--- src/rtl/seg_scan_display.sv ---
// Time-multiplexed 4-digit common-anode display driver for the calculator ALU result.
// Holds a per-frame snapshot of the inputs and shows a blinking "Err" on divide-by-zero.
module seg_scan_display #(
  parameter int REFRESH_DIV  = 50000,
  parameter int BLANK_CYC    = 2,
  parameter int BLINK_FRAMES = 64
) (
  input  logic       clk,
  input  logic       reset,
  input  logic [3:0] hundreds,
  input  logic [3:0] tens,
  input  logic [3:0] ones,
  input  logic       sign_result,
  input  logic       div_by_zero_flag,
  output logic [6:0] seg,
  output logic [3:0] an,
  output logic       frame_strobe
);

  localparam int TW = $clog2(REFRESH_DIV);
  localparam int FW = (BLINK_FRAMES > 1) ? $clog2(BLINK_FRAMES) : 1;

  localparam logic [6:0] SEG_BLANK = 7'b1111111;
  localparam logic [6:0] SEG_MINUS = 7'b0111111;
  localparam logic [6:0] SEG_E     = 7'b0000110;
  localparam logic [6:0] SEG_R     = 7'b0101111;

  logic [TW-1:0] tick_reg;
  logic [1:0]    digit_reg;
  logic [FW-1:0] frame_cnt_reg;
  logic          blink_on_reg;
  logic          load_pending_reg;
  logic [3:0]    snap_hundreds_reg;
  logic [3:0]    snap_tens_reg;
  logic [3:0]    snap_ones_reg;
  logic          snap_sign_reg;
  logic          snap_ok_reg;
  logic [6:0]    seg_reg;
  logic [3:0]    an_reg;
  logic          frame_strobe_reg;

  logic          tick_wrap;
  logic          capture;
  logic          an_off;
  logic [3:0]    an_next;
  logic [6:0]    seg_next;
  logic [6:0]    digit_glyph [4];

  function automatic logic [6:0] bcd_to_seg(input logic [3:0] d);
    logic [6:0] s;
    case (d)
      4'd0:    s = 7'b1000000;
      4'd1:    s = 7'b1111001;
      4'd2:    s = 7'b0100100;
      4'd3:    s = 7'b0110000;
      4'd4:    s = 7'b0011001;
      4'd5:    s = 7'b0010010;
      4'd6:    s = 7'b0000010;
      4'd7:    s = 7'b1111000;
      4'd8:    s = 7'b0000000;
      4'd9:    s = 7'b0010000;
      default: s = SEG_BLANK;
    endcase
    return s;
  endfunction

  // Glyph for one digit position, including leading-zero blanking and the "Err" overlay.
  function automatic logic [6:0] glyph_for(input logic [1:0] pos, input logic [3:0] h,
                                           input logic [3:0] t, input logic [3:0] o,
                                           input logic sgn, input logic ok);
    logic [6:0] g;
    g = SEG_BLANK;
    if (!ok) begin
      case (pos)
        2'd0, 2'd1: g = SEG_R;
        2'd2:       g = SEG_E;
        default:    g = SEG_BLANK;
      endcase
    end else begin
      case (pos)
        2'd0:    g = bcd_to_seg(o);
        2'd1:    g = (h == 4'd0 && t == 4'd0) ? SEG_BLANK : bcd_to_seg(t);
        2'd2:    g = (h == 4'd0) ? SEG_BLANK : bcd_to_seg(h);
        default: g = (!sgn && {h, t, o} != 12'd0) ? SEG_MINUS : SEG_BLANK;
      endcase
    end
    return g;
  endfunction

  for (genvar gi = 0; gi < 4; gi++) begin : g_glyph
    assign digit_glyph[gi] = glyph_for(2'(gi), snap_hundreds_reg, snap_tens_reg,
                                       snap_ones_reg, snap_sign_reg, snap_ok_reg);
  end

  assign tick_wrap = (tick_reg == TW'(REFRESH_DIV - 1));
  assign capture   = load_pending_reg || (tick_wrap && digit_reg == 2'd3);

  // Anodes stay dark during the anti-ghosting window and during the off half of the error blink.
  assign an_off   = (tick_reg < TW'(BLANK_CYC)) || (!snap_ok_reg && !blink_on_reg);
  assign an_next  = an_off ? 4'b1111 : ~(4'b0001 << digit_reg);
  assign seg_next = an_off ? SEG_BLANK : digit_glyph[digit_reg];

  always_ff @(posedge clk) begin
    if (reset) begin
      tick_reg          <= '0;
      digit_reg         <= 2'd0;
      frame_cnt_reg     <= '0;
      blink_on_reg      <= 1'b1;
      load_pending_reg  <= 1'b1;
      snap_hundreds_reg <= 4'd0;
      snap_tens_reg     <= 4'd0;
      snap_ones_reg     <= 4'd0;
      snap_sign_reg     <= 1'b1;
      snap_ok_reg       <= 1'b1;
      seg_reg           <= SEG_BLANK;
      an_reg            <= 4'b1111;
      frame_strobe_reg  <= 1'b0;
    end else begin
      tick_reg <= tick_wrap ? '0 : tick_reg + TW'(1);
      if (tick_wrap) begin
        digit_reg <= digit_reg + 2'd1;
      end
      frame_strobe_reg <= capture;
      if (capture) begin
        load_pending_reg  <= 1'b0;
        snap_hundreds_reg <= hundreds;
        snap_tens_reg     <= tens;
        snap_ones_reg     <= ones;
        snap_sign_reg     <= sign_result;
        snap_ok_reg       <= div_by_zero_flag;
        if (frame_cnt_reg == FW'(BLINK_FRAMES - 1)) begin
          frame_cnt_reg <= '0;
          blink_on_reg  <= ~blink_on_reg;
        end else begin
          frame_cnt_reg <= frame_cnt_reg + FW'(1);
        end
      end
      an_reg  <= an_next;
      seg_reg <= seg_next;
    end
  end

  assign seg          = seg_reg;
  assign an           = an_reg;
  assign frame_strobe = frame_strobe_reg;

endmodule

--- config.mk ---
export PLATFORM = sky130hd
export DESIGN_NAME = seg_scan_display
export DESIGN_NICKNAME = d
export VERILOG_FILES = /design/src/rtl/seg_scan_display.sv
export SDC_FILE = /design/constraint.sdc
export NUM_CORES = 1
export LEC_CHECK = 0
export ABC_AREA = 1
export BUFFER_PORTS_ARGS = -buffer_cell sky130_fd_sc_hd__buf_2
export CORE_MARGIN = 2
export CORE_UTILIZATION = 54
export DETAILED_ROUTE_END_ITERATION = 7
export PLACE_DENSITY = 0.84
export RECOVER_POWER = 50
export SLEW_MARGIN = 10
export SYNTH_ARGS = -nofsm -noshare
export SYNTH_HDL_FRONTEND = slang
export SYNTH_SLANG_ARGS = --single-unit
export TNS_END_PERCENT = 1
--- constraint.sdc ---
create_clock -name clk -period 2.4 [get_ports clk]
set_clock_uncertainty 0.2 [all_clocks]
set_input_delay 0.36 -clock clk [delete_from_list [all_inputs] [get_ports clk]]
set_output_delay 0.36 -clock clk [all_outputs]
set_load 0.01 [all_outputs]
# Word level (Yosys, flattened, before mapping)
# Memory sizes are Yosys's and may differ from the RTL's. A register that Yosys moved wholly into a read port is not among the register bits.
# Cells that the tools add are included.
# word_totals
register_bits	52
mem_bits_ro	336
input_bits	16
word_cells	60
memories	3
# mem_list
name	words	width	read_ports	rd_clocked_by_memory_dff	write_ports	line_no	source
(name not given)	16	7	1	1	0	51	case (d)
(name not given)	16	7	1	1	0	51	
(name not given)	16	7	1	1	0	51	
# op_classes
n_addsub	3
n_lt_le_gt_ge	2
n_eq_ne	3
shift	1
muxes	17
n_bitwise	3
reduce_logical	15
# op_table
op	count
7-bit two-way mux	9
4-bit two-way mux	6
16-bit by 1-bit adder with 16-bit output, second input constant	1
16-bit == test, second input constant	1
16-bit by 2-bit < comparator with 1-bit output, second input constant	1
7-bit binary-select mux with 2-bit select	1
12-bit nonzero test	1
4-bit logical NOT	2
6-bit by 1-bit adder with 6-bit output, second input constant	1
6-bit == test, second input constant	1
6-bit two-way mux	1
1-bit logical AND	4
4-bit inverter	1
2-bit OR reduction	2
1-bit by 2-bit left shift with 4-bit output, first input constant	1
3-bit >= comparator, second input constant	1
1-bit logical NOT	3
2-bit inverter with 3-bit output	1
2-bit by 1-bit adder with 2-bit output, second input constant	1
2-bit == test, second input constant	1
1-bit logical OR	2
2-bit AND reduction	1
1-bit inverter	1

# Longest topological paths before layout
# Gate-level depths: netlist of run 1.
# depth
ltp_word	7
depth_mapped	16

# Worst setup path after synthesis of run 1
# No wires, ideal clock.
# synth_path
path_type	register to register
from	register tick_reg[0]
to	register with a tool-made name
setup_ns	0.114
t_arrival_ns	1.869
setup_slack_ns	0.216
stages_incl_launch_ff	15
n_path_buf	2
period_less_slack_ns	2.184
path_cell_list	dfxtp_1 > ha_1 > nand3_2 > nor2_2 > nand3_4 > nand2_4 > buf_12 > buf_12 > nand2_4 > nand3_4 > ha_1 > inv_1 > nand4_1 > nand3_1 > nand2_1
# synth_lines
item	line_no	source
from (decl)	28	logic [TW-1:0] tick_reg;
from (signal assigned)	119	tick_reg <= tick_wrap ? '0 : tick_reg + TW'(1);

==> flow_summary.yaml, run 1 <==
run_status:
  status: "finished, final reports clean"
logic_synthesis:
  yosysUniqueCellTypes: 38
  synthCells: 472
  synthesis.nets: 509
  async_reset_ff_frac: 0
  yosysWarnings: 0
  synth.avg_cell_area_um2: 7.62
  ys_seq_area_frac: 0.406
  synth_edf_count: 0
  synth_flop_cell: "dfxtp_1"
  ys_ff_latch: 73
  syn-cell-area_um2: 3600
timing:
  rsz0062_at_grt: "yes"
  setup_violations: 0
  hold_violations: 0
  whs_ns: 0.0398
  drv_slew: 0
  tightest_slew_ns: 0.466
  post-route-period-util: 0.985
  relSlewSlack: 0.687
  fin_crit_ns: 2.36
  finalSetupTns_ns: 0
  max_freq_mhz: 423
floorplan:
  dieWidth_um: 85.6
  die_h_um: 85.6
  die_area_um2: 7330
  row_count: 29
  core_um2: 6390
  io-pin-count: 28
  start_util: 0.563
clock_tree:
  cts_buffers: 9
  cts_root_buf: "clkbuf_8"
  clk_pin_slew_ns: 0.08
  cts_tree: "done"
  cts-htree-levels: 3
  cts.sinks: 73
  clockBufferDepth: 2
  clock_latency_ns: 0.36
worst_setup_path:
  slowest_delay_ns: 0.37
  arrival_ns: 2.41
  rrSetupSlack_ns: 0.04
  critPathCaptureType: "flop"
  cp.required_ns: 2.45
  critPathKind: "reg -> reg"
  path_cells: "nor2_2 > nand2_1 > nor2_4 > nand3_4 > nand3_2 > nand2_2 > nor2_4 > ha_4 > inv_1 > nand4_1 > nand3_1 > nand2_1"
  critical-path-top-delay-family: "simple AND/OR/NAND/NOR gates"
  cp_num_buf_inv: 1
  rr_startpoint: "tick_reg[4]"
  path_max_fanout: 7
  cp-start-kind: "flop"
  ff2ff_path_depth: 12
  critPathSlowestCell: "dfxtp_1"
layout:
  num_antenna_cells: 0
  syn2layout_area_growth_pct: 17.3
  postLayoutCellArea_um2: 4220
  fin_nets: 555
  drive_gt1_frac: 0.195
  fin_util: 0.660
  stdcell_count: 600
pwr:
  ir_drop_v: 0.000481
  p_per_area_nw_per_um2: 657
  power.leakage_nw: 1.99
global_routing:
  grt_overflow: 0
  track_usage: 0.233
  grt_pass1_vias: 3005
  grt_max_degree: 15
  antenna_found_initial: 0
  grt_pass1_wl_um: 13400
worst_hold_path:
  hp-start: "sign_result"
  worst_hold_path.num_cells: 3
  hold_class: "in -> reg"
  holdPathEnd: "snap_sign_reg"
place:
  io_buffers: 27
  dpl.cell_count: 577
  placed_cell_area_um2: 3830
  dp.final_hpwl_um: 5560
  gp_congestion: 0.958
drt:
  antenna_left: 0
  vias: 3224
  first_pass_iters: 4
  drt_iter0_drc: 173
  drc: 0
  routed_wl_um: 8320
  drt-wirelength-per-cell_um: 13.9
  viasPerCell: 5.37
job:
  maxCapViolations: 0
-- tightest hold or removal path: cells and delay by family --
kind	cells	cell delay (ns)
buffers and inverters	1	0.09
AO/OA/AOI/OAI	1	0.06
AND/OR/NAND/NOR	1	0.05
-- power breakdown --
part / total (mW) / internal [mW] / switching (mW)
clock: 1.09 / 0.593 / 0.494
combinational: 0.363 / 0.131 / 0.233
sequential: 1.32 / 1.29 / 0.0284
-- cells in the final DEF, fill, tap and decap left out, types with 2 or more instances in the layout --
cell	count
a21oi_1	16
a21oi_2	2
buf_2	15
buf_4	17
bufinv_16	2
clkbuf_1	13
clkbuf_8	9
clkinv_1	2
clkinvlp_4	2
dfxtp_1	67
dfxtp_2	5
ha_1	19
ha_4	2
inv_1	63
inv_2	6
inv_6	2
nand2_1	94
nand2_2	7
nand2_4	2
nand3_1	35
nand3_2	8
nand3_4	5
nand3b_1	2
nand4_1	15
nor2_1	44
nor2_4	5
nor3_1	16
o211ai_1	6
o21a_1	2
o21ai_0	14
o21ai_2	3
or2_0	2
or2_2	3
xor2_1	4
-- cells by family (layout without fill, tap and decap cells) --
kind of cell,Yosys count,after routing,share of synthesized area
and+or+nand+nor,241,242,0.330
buffers and inverters,83,133,0.0992
DFF,73,73,0.406
AOI/OAI and AO/OA,49,49,0.0797
adders and majority gates,21,21,0.0731
xor gates and xnor gates,5,5,0.0122
-- how the worst max path moves through the flow --
| stage | from | to | cells past startpoint |
|---|---|---|---|
| 5_1_grt | tick_reg[4] | flop | 12 |
| 6_report | tick_reg[4] | flop | 12 |
| 3_3_place_gp | tick_reg[0] | flop | 13 |
| 2_1_floorplan | tick_reg[0] | flop | 14 |
| 4_1_cts | tick_reg[1] | flop | 12 |
| 3_5_place_dp | tick_reg[0] | flop | 12 |
-- area by class of cell --
cell class              count  area (um^2)
inverters                  71          267
well taps                  77         96.3
flip-flops and latches     73         1470
clock buffers               9          124
fillers                   519         2170
clock inverters             7          101
multi-input cells         317         1900
repair buffers             46          263
-- per-layer routing --
metal | up-vias | wire, um | GRT usage
met5 | - | 0 | 0
met4 | 0 | 208 | 0.107
met3 | 21 | 516 | 0.0616
met2 | 124 | 4040 | 0.379
met1 | 1474 | 3560 | 0.289
li1 | 1605 | - | -
-- timing repair --
item,in CTS,in global routing
gates cloned,1,0
endpoints found under the setup margin,10,22
pin swaps,2,14
hold buffers,0,0
buffers inserted,2,4
gates resized for setup,3,27
-- synth_stat cells, types with 2 or more instances --
| cell type | instances | area (um^2) |
|---|---|---|
| nand2_2 | 6 | 37.5 |
| nand3b_1 | 2 | 15.0 |
| nor3_1 | 16 | 80.1 |
| nand3_2 | 4 | 40.0 |
| xor2_1 | 4 | 35.0 |
| o21ai_0 | 14 | 70.1 |
| buf_2 | 4 | 20.0 |
| or2_0 | 2 | 12.5 |
| nand2_4 | 3 | 33.8 |
| nand3_4 | 4 | 70.1 |
| nand4_1 | 15 | 93.8 |
| nand3_1 | 39 | 195 |
| ha_1 | 21 | 263 |
| nor2_2 | 3 | 18.8 |
| inv_2 | 4 | 15.0 |
| o21ai_2 | 3 | 26.3 |
| o21a_1 | 2 | 15.0 |
| buf_12 | 2 | 40.0 |
| clkbuf_1 | 4 | 15.0 |
| inv_1 | 65 | 244 |
| a21oi_1 | 19 | 95.1 |
| clkinv_1 | 2 | 7.51 |
| nor2_1 | 46 | 173 |
| dfxtp_1 | 73 | 1460 |
| nand2_1 | 95 | 357 |
| o211ai_1 | 6 | 45.0 |
| or2_2 | 3 | 18.8 |
-- through the flow --
stage               setup slack, ns  power [mW]
global route                 -0.111        2.89
CTS                        -0.00612        2.76
global placement              0.122        1.67
finish                       0.0353        2.77
detailed placement           0.0177        1.68
floorplan                     0.216        1.58
Note: power is estimated with default switching activity, not from simulation.
==> inputs of run 2 (changes only) <==
BUFFER_PORTS_ARGS = -buffer_cell sky130_fd_sc_hd__buf_4   (was -buffer_cell sky130_fd_sc_hd__buf_2)
==> run 2 against run 1 <==
First-iteration DRC count fell by 32%. Count of clock-buffer cells in the layout is the same. Sequential power barely moved. Clock power hardly changed. Die area stayed put.
==> flow_summary.yaml, run 2 (synthesized netlist as in run 1, its figures left out) <==
floorplan:
  core_um2: 6390
  die_area_um2: 7330
  row_count: 29
  start_util: 0.563
  die_h_um: 85.6
  dieWidth_um: 85.6
  io-pin-count: 28
worst_setup_path:
  crit_path_start: "tick_reg[1]"
  critPathCaptureType: "flop"
  critPathKind: "reg -> reg"
  rr_startpoint: "tick_reg[1]"
  rrSetupSlack_ns: 0.07
  arrival_ns: 2.37
  cp-start-kind: "flop"
  ff2ff_path_depth: 13
  path_max_fanout: 7
  cp.required_ns: 2.44
job:
  maxCapViolations: 0
timing:
  post-route-period-util: 0.970
  fin_ws_ns: 0.0713
  tightest_slew_ns: 0.454
  setup_violations: 0
  max_freq_mhz: 429
  fin_crit_ns: 2.33
  hold_violations: 0
  relSlewSlack: 0.695
  finalSetupTns_ns: 0
  drv_slew: 0
  whs_ns: 0.0419
clock_tree:
  clockBufferDepth: 2
  clock_latency_ns: 0.35
  cts-htree-levels: 3
  cts_root_buf: "clkbuf_8"
  cts_buffers: 9
  cts.sinks: 73
  clk_pin_slew_ns: 0.08
  cts_tree: "done"
worst_hold_path:
  hold_class: "in -> reg"
global_routing:
  grt_overflow: 0
  grt_pass1_wl_um: 12500
  antenna_found_initial: 0
  grt_max_degree: 15
  track_usage: 0.218
  grt_pass1_vias: 2781
layout:
  stdcell_count: 601
  num_antenna_cells: 0
  fin_nets: 556
  mostFrequentLayoutCells: "93 x nand2_1, 71 x dfxtp_1, 64 x inv_1, 44 x nor2_1, 37 x nand3_1"
  drive_gt1_frac: 0.183
  fillCellCount: 507
  syn2layout_area_growth_pct: 17.9
  layout_commonest_cell: "nand2_1"
pwr:
  ir_drop_v: 0.000483
  total_power_mw: 2.76
  power.leakage_nw: 2.01
  p_per_area_nw_per_um2: 652
drt:
  drc: 0
  antenna_left: 0
  drt-wirelength-per-cell_um: 13.1
  vias: 3161
  drt_iter0_drc: 117
  viasPerCell: 5.26
  routed_wl_um: 7850
  first_pass_iters: 5
place:
  gp_congestion: 0.891
  dp.final_hpwl_um: 5370
  post-place-ws_ns: 0.00449
  io_buffers: 27
  dpl.cell_count: 577
run_status:
  status: "finished, final reports clean"
==> run 2: cell count changes in the layout (fill, tap and decap cells not counted), moves of 2 or more <==
| cell | delta |
|---|---|
| buf_2 | -15 |
| buf_4 | +16 |
| dfxtp_1 | +4 |
| dfxtp_2 | -3 |
| ha_4 | -2 |
| inv_2 | -2 |
| nand3_1 | +2 |
| nand3_2 | -2 |
==> run 2: area by class of cell <==
class                           instances  area [um^2]  share of cell area
Inverter                               71          270              0.0638
Multi-Input combinational cell        316         1850               0.436
Clock inverter                          7          103              0.0242
Sequential cell                        73         1460               0.345
Tap cell                               77         96.3              0.0227
Clock buffer                            9          124              0.0292
Timing Repair Buffer                   48          334              0.0788
==> run 2: how the worst min path moves through the flow <==
stage                 from       endpoint  cells past startpoint
4_1_cts        sign_result  snap_sign_reg                      3
6_report       sign_result  snap_sign_reg                      3
3_3_place_gp   tick_reg[0]    tick_reg[0]                      1
2_1_floorplan  tick_reg[0]    tick_reg[0]                      1
5_1_grt        sign_result  snap_sign_reg                      3
3_5_place_dp          flop         seg[2]                      2
==> run 2: timing repair <==
action                     CTS  global route
setup endpoints to repair    2            21
cloned                       0             0
buffers inserted             0             7
pin swaps                    0             5
hold buffers                 1             0
gates resized for setup      1            20
hold endpoints to repair     1             0
==> run 2: worst max-delay path, cell delays in order (launching register included) <==
cell,delay [ns]
dfxtp_2,0.35
ha_2,0.21
nand3_2,0.11
nor2_4,0.14
nand3_4,0.09
buf_12,0.15
nand3_1,0.11
nand2_2,0.09
nor2_4,0.15
ha_1,0.24
inv_1,0.07
nand4_1,0.14
nand3_1,0.12
nand2_1,0.05
==> run 2: report_power, final <==
group          leakage [nW]  internal (mW)  total, mW  switching (mW)
registers             0.602           1.29       1.32          0.0271
logic                  1.30          0.137      0.365           0.228
clock network         0.110          0.595       1.08           0.483
==> run 2: through the flow <==
stage | util | cell area [um^2]
detailed placement | 0.611 | 3900
global placement | 0.611 | 3900
global route | 0.664 | 4240
finish | 0.664 | 4240
floorplan | - | 3600
CTS | 0.649 | 4140
==> run 2: routing by layer <==
layer	track usage	vias to the layer above	part of all wire
li1	-	1616	-
met5	0	-	0
met3	0.0577	6	0.062
met2	0.342	115	0.49
met4	0.0823	0	0.011
met1	0.288	1424	0.44
==> inputs of run 3 (changes only) <==
CORE_UTILIZATION = 60   (was 54)
PLACE_DENSITY = 0.88   (was 0.84)
clock period = 2.2 ns   (was 2.4 ns; I/O delays follow)
==> run 3 against run 2 <==
Hold slack worse by 0.039 ns. Setup slack got worse by 0.17 ns. The flow now finishes with violations (setup timing). Sequential share of layout area fell by 2.0 points. Highest routed layer unchanged.
==> flow_summary.yaml, run 3 (synthesized netlist as in run 1, its figures left out) <==
floorplan:
  io-pin-count: 28
  start_util: 0.615
  row_count: 28
  die_h_um: 81.4
  die_area_um2: 6630
  core_um2: 5850
  dieWidth_um: 81.4
timing:
  max_freq_mhz: 436
  hold_violations: 0
  fin_crit_ns: 2.29
  whs_ns: 0.00276
  drv_slew: 0
  rsz0062_at_grt: "yes"
  finalSetupTns_ns: -0.361
  tightest_slew_ns: 0.423
  relSlewSlack: 0.718
  setup_violations: 9
  post-route-period-util: 1.04
  fin_ws_ns: -0.0947
layout:
  mostFrequentLayoutCells: "91 x nand2_1, 67 x dfxtp_1, 62 x inv_1, 53 x buf_4, 42 x nor2_1"
  syn2layout_area_growth_pct: 25.6
  num_antenna_cells: 0
  fin_nets: 583
  drive_gt1_frac: 0.258
  stdcell_count: 626
  layout_commonest_cell: "nand2_1"
clock_tree:
  clk_pin_slew_ns: 0.09
  cts_root_buf: "clkbuf_8"
  cts-htree-levels: 3
  cts.sinks: 73
  clock_latency_ns: 0.36
  cts_tree: "done"
  clockBufferDepth: 2
  cts_buffers: 9
worst_setup_path:
  critPathSlowestCell: "dfxtp_2"
  critPathCaptureType: "flop"
  arrival_ns: 2.36
  rr_startpoint: "tick_reg[1]"
  cp.required_ns: 2.26
  slowest_delay_ns: 0.36
  path_cells: "ha_4 > nand3_4 > nor2_4 > nand3_4 > nand3_2 > nand2_2 > nor2_4 > ha_1 > inv_1 > nand4_1 > nand3_1 > nand2_1"
  rrSetupSlack_ns: -0.09
  crit_path_start: "tick_reg[1]"
  path_max_fanout: 6
  critPathKind: "reg -> reg"
  cp-start-kind: "flop"
drt:
  antenna_left: 0
  drc: 0
  routed_wl_um: 9810
  first_pass_iters: 5
  viasPerCell: 5.60
  drt_iter0_drc: 252
  drt-wirelength-per-cell_um: 15.7
  vias: 3506
pwr:
  ir_drop_v: 0.000444
  total_power_mw: 2.91
  p_per_area_nw_per_um2: 646
  power.leakage_nw: 2.13
global_routing:
  grt_pass1_wl_um: 14000
  grt_overflow: 0
  track_usage: 0.278
  grt_max_degree: 19
  antenna_found_initial: 0
  grt_pass1_vias: 3133
worst_hold_path:
  hp-start: "sign_result"
  hold_class: "in -> reg"
job:
  maxCapViolations: 0
place:
  gp_congestion: 0.865
  dp.final_hpwl_um: 5780
  io_buffers: 27
  dpl.cell_count: 595
run_status:
  violations: "setup timing"
  status: "finished, violations left"
## run 3: metrics by stage
stage          worst slack (ns)  instance area (um^2)  utilization
5_1_grt                  -0.157                  4520        0.772
2_1_floorplan            0.0165                  3600            -
6_report                -0.0947                  4520        0.772
3_3_place_gp           -0.00337                  4080        0.697
3_5_place_dp             -0.116                  4080        0.697
4_1_cts                 -0.0314                  4390        0.750
## run 3: final cells by class
class	count	area (um^2)
Inverter	71	267
Timing Repair Buffer	74	563
Sequential cell	73	1470
Tap cell	75	93.8
Clock inverter	7	60.1
Clock buffer	9	124
Multi-Input combinational cell	317	1940
Fill cell	359	1340
## run 3: final timing paths
kind	depth (start not counted)	end
hold / removal	3	snap_sign_reg
setup reg to reg	12	flop
hold reg to reg	1	blink_on_reg
setup / recovery	12	flop
## run 3: what timing repair did
item	in CTS	in global routing
endpoints found under the setup margin	17	23
endpoints found under the hold margin	1	0
buffers inserted	7	6
hold buffers	1	0
pin swaps	11	21
gates resized for setup	16	28
gates cloned	1	0
## run 3: worst max-delay path, delay by kind of cell (launching register included)
| family | cells | cell delay [ns] |
|---|---|---|
| adder cells (fa/ha/maj) | 2 | 0.40 |
| flip-flops | 1 | 0.36 |
| buffers and inverters | 1 | 0.08 |
| AND/OR/NAND/NOR | 9 | 1.15 |
## run 3: metal layers
metal / track usage / share of wire / vias up / wire length [um]
met5: 0 / 0 / - / 0
met4: 0.117 / 0.030 / 0 / 299
met3: 0.0747 / 0.082 / 38 / 801
met2: 0.458 / 0.49 / 168 / 4780
met1: 0.343 / 0.40 / 1629 / 3920
li1: - / - / 1671 / -
## run 3: power by group
group | internal (mW) | switching (mW) | total [mW]
combinational | 0.177 | 0.288 | 0.466
clock | 0.428 | 0.578 | 1.01
sequential | 1.41 | 0.0349 | 1.44
total | 2.01 | 0.901 | 2.91
